### config.mk
export PLATFORM = sky130hd
export DESIGN_NAME = sample_streamer
export DESIGN_NICKNAME = d
export VERILOG_FILES = /design/src/rtl/sample_streamer.sv
export SDC_FILE = /design/constraint.sdc
export NUM_CORES = 2
export LEC_CHECK = 0
export ABC_AREA = 1
export ABC_CLOCK_PERIOD_IN_PS = 7800
export CAP_MARGIN = 10
export CELL_PAD_IN_SITES_DETAIL_PLACEMENT = 1
export CELL_PAD_IN_SITES_GLOBAL_PLACEMENT = 1
export CORE_ASPECT_RATIO = 0.9
export CORE_UTILIZATION = 47
export CTS_BUF_LIST = sky130_fd_sc_hd__clkbuf_8 sky130_fd_sc_hd__clkbuf_16
export DETAILED_ROUTE_END_ITERATION = 8
export PLACE_DENSITY_LB_ADDON = 0.1
export REMOVE_ABC_BUFFERS = 1
export SLEW_MARGIN = 20
export SYNTH_ARGS = -nofsm -noshare
export SYNTH_HDL_FRONTEND = slang
export SYNTH_SLANG_ARGS = --single-unit
### constraint.sdc
create_clock -name clk -period 7.8 [get_ports clk]
set_input_delay 2.34 -clock clk [delete_from_list [all_inputs] [get_ports clk]]
set_output_delay 2.34 -clock clk [all_outputs]
set_load 0.005 [all_outputs]
### src/rtl/sample_streamer.sv
// sample_streamer: plays a loaded sample table out one sample every DIV clocks with ready/strobe/done handshakes.
module sample_streamer #(
    parameter int DATA_W = 8,
    parameter int DEPTH  = 400,
    parameter int ADDR_W = 9,
    parameter int DIV    = 20
) (
    input  logic              clk,
    input  logic              rst_n,
    input  logic              wr_en,
    input  logic [ADDR_W-1:0] wr_addr,
    input  logic [DATA_W-1:0] wr_data,
    input  logic [ADDR_W-1:0] len,
    input  logic              loop,
    input  logic              start,
    input  logic              stop,
    output logic [DATA_W-1:0] sample_out,
    output logic              ready,
    output logic              sample_stb,
    output logic              busy,
    output logic              done
);
    localparam int DW = $clog2(DIV);
    typedef enum logic [1:0] {IDLE, RUN, DRAIN} state_t;
    state_t state, state_n;
    logic [DATA_W-1:0] mem [DEPTH];
    logic [DW-1:0] div_cnt;
    logic [ADDR_W-1:0] idx, len_r;
    logic loop_r, wrap, last, legal, halt;
    assign busy = state != IDLE;
    always_comb begin
        wrap = div_cnt == DW'(DIV - 1);
        last = idx == len_r - ADDR_W'(1);
        legal = len != '0 && 32'(len) <= DEPTH;
        halt = stop && busy;
        state_n = halt ? IDLE
                : state == IDLE ? (start && !stop && legal ? RUN : IDLE)
                : state == RUN ? (wrap && last && !loop_r ? DRAIN : RUN)
                : (wrap ? IDLE : DRAIN);
    end
    always_ff @(posedge clk) begin
        if (!rst_n) state <= IDLE;
        else state <= state_n;
    end
    always_ff @(posedge clk) begin
        if (rst_n && !busy && wr_en && 32'(wr_addr) < DEPTH) mem[wr_addr] <= wr_data;
    end
    always_ff @(posedge clk) begin
        if (!rst_n) begin
            div_cnt    <= '0;
            idx        <= '0;
            len_r      <= '0;
            loop_r     <= 1'b0;
            sample_out <= '0;
            ready      <= 1'b0;
            sample_stb <= 1'b0;
            done       <= 1'b0;
        end else begin
            sample_stb <= 1'b0;
            done       <= 1'b0;
            div_cnt    <= wrap ? '0 : div_cnt + DW'(1);
            if (halt) begin
                sample_out <= '0;
                ready      <= 1'b0;
                done       <= 1'b1;
            end else if (state == IDLE) begin
                div_cnt <= '0;
                if (start && !stop) begin
                    len_r  <= len;
                    loop_r <= loop;
                    idx    <= '0;
                    done   <= !legal;
                end
            end else if (wrap) begin
                // RUN issues the next entry; DRAIN's wrap is the end of the hold period
                if (state == RUN) begin
                    sample_out <= mem[idx];
                    ready      <= 1'b1;
                    sample_stb <= 1'b1;
                    idx        <= last ? '0 : idx + ADDR_W'(1);
                end else begin
                    sample_out <= '0;
                    ready      <= 1'b0;
                    done       <= 1'b1;
                end
            end
        end
    end
endmodule

==> flow_summary.json <==
{
  "cts_root_buffer": "clkbuf_16",
  "clk_latency_ps": 900,
  "p_total_mw": 37.4,
  "async_reset_ff_share_pct": 0,
  "slew_headroom_pct": 22.6,
  "fin_cells": 14900,
  "place_hpwl_mm": 243,
  "synth_cell_types": 39,
  "rr_endpoint": "sample_out[2]",
  "via_count": 87600,
  "cpLargestDelayFamily": "simple AND/OR/NAND/NOR gates",
  "design.die.area_sq_um": 282000,
  "maxCapViolCount": 0,
  "dp.cells": 14300,
  "cts.clk_slew.worst_paths_ps": 60,
  "synth_seq_area_share_pct": 73.7,
  "reg2reg_depth": 14,
  "worstPathCellList": "clkdlybuf4s50_1 -> inv_1 -> nor2_1 -> nand2_4 -> buf_4 -> nor2_1",
  "drv_slew": 0,
  "worst_slack_ps": 2790,
  "die_h_um": 504,
  "port_buffers": 43,
  "core_sq_um": 278000,
  "rsz0062_at_grt": "no",
  "regArea_sq_um": 97000,
  "power_density_nw_per_um2": 256,
  "avgSynthCellArea_sq_um": 11.9,
  "top_layer": "met4",
  "syn_to_final_growth_pct": 11.2,
  "grt_antenna_before_repair": 15,
  "crit_end": "mem[33][2]",
  "syn_inst": 11100,
  "synth_top_cell_by_area": "edfxtp_1",
  "grt_max_degree": 211,
  "post_cts_buffers": 0,
  "hold_viol": 0,
  "met1Wirelength_mm": 180,
  "final-setup-viol-count": 0,
  "cts.path.max_buffers": 4,
  "first_pass_iters": 6,
  "fin_skew_ps": 54.7,
  "io_pins": 44,
  "fp.dieW_um": 560,
  "fin_crit_ps": 5010,
  "hp-class": "reg -> reg",
  "path_depth": 6,
  "finalCritPeriodShare_pct": 64.3,
  "slowest_stage": "nand2_4",
  "synthesis.area_sq_um": 132000,
  "utilization_pct": 52.8,
  "place_ws_ps": 1940,
  "cpPeakStageDelay_ps": 810,
  "final_nets": 11000,
  "start_util_pct": 47.5,
  "globalplace.congestion": 0.891,
  "synth.area.top_cells": "edfxtp_1 73%, nand3_1 12%, nand2_1 9.2%, buf_2 1.5%, nor2_1 1.4%",
  "ant_nets": 0,
  "clock-sinks": 3246,
  "worst_ep_required_time_ps": 8300,
  "critPathKind": "in -> reg",
  "grt_overflow": 0,
  "met2_length_mm": 195,
  "cts_buffers": 337,
  "finalWirelength_mm": 415,
  "setup_tns_ps": 0,
  "yosys.area.top_type_share_pct": 73.0,
  "status": "complete, no violations",
  "cp_num_buf_inv": 3,
  "htree_levels": 5,
  "ys_warn_count": 0,
  "fmax_ghz": 0.200,
  "cts_resized": 0,
  "fill_cells": 28200,
  "drive_above_1_share_pct": 7.11,
  "cts_tree": "yes",
  "reg2reg_slack_ps": 3170,
  "end_kind": "flop",
  "drt_iter0_drc": 9328,
  "multi_input_area_sq_um": 30700,
  "worst_slew_pin_slew_ps": 1160,
  "avgRoutedWirePerCell_um": 27.9,
  "grt_usage_pct": 29.2,
  "critPathMostFrequentCell": "nor2_1",
  "rows": 183,
  "grt_pass1_vias": 89600,
  "route.detailed.drc": 0,
  "wl_met3_mm": 25.8,
  "critPathArrivalTime_ps": 5510,
  "crit_start": "wr_addr[0]",
  "synth_edf_count": 3200,
  "p_leak_nw": 50.4,
  "cp_max_fo": 21,
  "synth_ff_type": "edfxtp_1",
  "viasPerCell": 5.88,
  "ctsHoldBuffers": 0,
  "cp-start-kind": "input port",
  "peakVddDrop_v": 0.000186,
  "synth-seq-cells": 3246,
  "grt_pass1_wl_mm": 608
}
sequential cells by signal, summed over array words and instances (netlist names), named ones only:
name and flops:
sample_out 8, idx 9, sample_stb 1, len_r 9, loop_r 1, div_cnt 5
ready 1, state 2, done 1, mem 3200
tightest hold or removal path, stage by stage (launching register included):
cell and delay [ps]:
dfxtp_1 310, nand2_1 60, nand2_1 50
cells in the mapped netlist, types with 2 or more instances:
| master | number |
|---|---|
| a21oi_1 | 27 |
| a31oi_1 | 2 |
| buf_1 | 60 |
| buf_2 | 400 |
| buf_4 | 90 |
| buf_6 | 20 |
| clkbuf_1 | 192 |
| clkinv_1 | 3 |
| dfxtp_1 | 46 |
| edfxtp_1 | 3200 |
| ha_1 | 3 |
| inv_1 | 45 |
| inv_2 | 3 |
| nand2_1 | 3228 |
| nand3_1 | 3057 |
| nand4_1 | 7 |
| nor2_1 | 501 |
| nor2_2 | 4 |
| nor3_1 | 7 |
| nor4_1 | 4 |
| nor4_2 | 3 |
| o211ai_1 | 2 |
| o21ai_0 | 80 |
| o21ai_1 | 7 |
| o221ai_1 | 9 |
| o22ai_1 | 21 |
| or2_2 | 2 |
| xnor2_1 | 6 |
| xor2_1 | 17 |
cells in the final DEF (no fill, tap or decap), types with 9 or more instances in the layout:
| cell | netlist | routed |
|---|---|---|
| nand2_1 | 3228 | 3213 |
| edfxtp_1 | 3200 | 3200 |
| nand3_1 | 3057 | 3057 |
| nor2_1 | 501 | 501 |
| clkbuf_16 | 0 | 346 |
| buf_4 | 90 | 227 |
| inv_1 | 45 | 96 |
| o21ai_0 | 80 | 80 |
| clkinv_1 | 3 | 71 |
| clkinv_2 | 0 | 65 |
| dfxtp_1 | 46 | 39 |
| buf_12 | 1 | 38 |
| bufinv_16 | 0 | 37 |
| clkdlybuf4s50_1 | 0 | 35 |
| a21oi_1 | 27 | 27 |
| o22ai_1 | 21 | 21 |
| xor2_1 | 17 | 17 |
| nand2_4 | 0 | 15 |
| inv_6 | 0 | 14 |
| o221ai_1 | 9 | 9 |
cell families after synthesis:
kind of cell / Yosys count / synth area share (%)
AND/OR/NAND/NOR: 6818 / 22.4
adder cells (fa/ha/maj): 3 / 0.0285
XOR/XNOR: 23 / 0.153
flip-flops: 3246 / 73.7
buffers and inverters: 816 / 3.10
AO/OA/AOI/OAI: 150 / 0.626
routing by layer:
metal / global-route usage [%] / vias to the layer above
met5: 0 / -
met4: 9.47 / 0
met3: 3.07 / 620
met2: 47.3 / 3244
met1: 41.4 / 44600
li1: - / 39100
through the flow:
stage / instance area (sq um) / hold slack [ps]
2_1_floorplan: 128000 / 418
3_3_place_gp: 136000 / 433
3_5_place_dp: 136000 / 445
4_1_cts: 146000 / 461
5_1_grt: 146000 / 475
6_report: 146000 / 457
report_power, final:
part	switching, mW	internal (mW)
logic	1.75	0.488
clock network	6.74	9.27
registers	0.0165	19.2
how the worst min path moves through the flow:
stage                  startpoint       endpoint  slack [ps]  cells past startpoint
floorplan              div_cnt[0]     div_cnt[0]         420                      1
global placement       div_cnt[0]     div_cnt[0]         430                      1
detailed placement  sample_out[7]  sample_out[7]         440                      2
CTS                 sample_out[7]  sample_out[7]         460                      2
global route        sample_out[7]  sample_out[7]         480                      2
finish              sample_out[2]  sample_out[2]         460                      2
area by class of cell:
cell class	count	area share [%]
multi-input cells	6994	21.0
inverters	52	0.162
repair buffers	308	2.00
clock inverters	255	1.49
clock buffers	347	5.92
diodes	6	0.0103
flip-flops and latches	3246	66.3
well taps	3700	3.16
No activity file was read; power rests on OpenSTA's default activity.
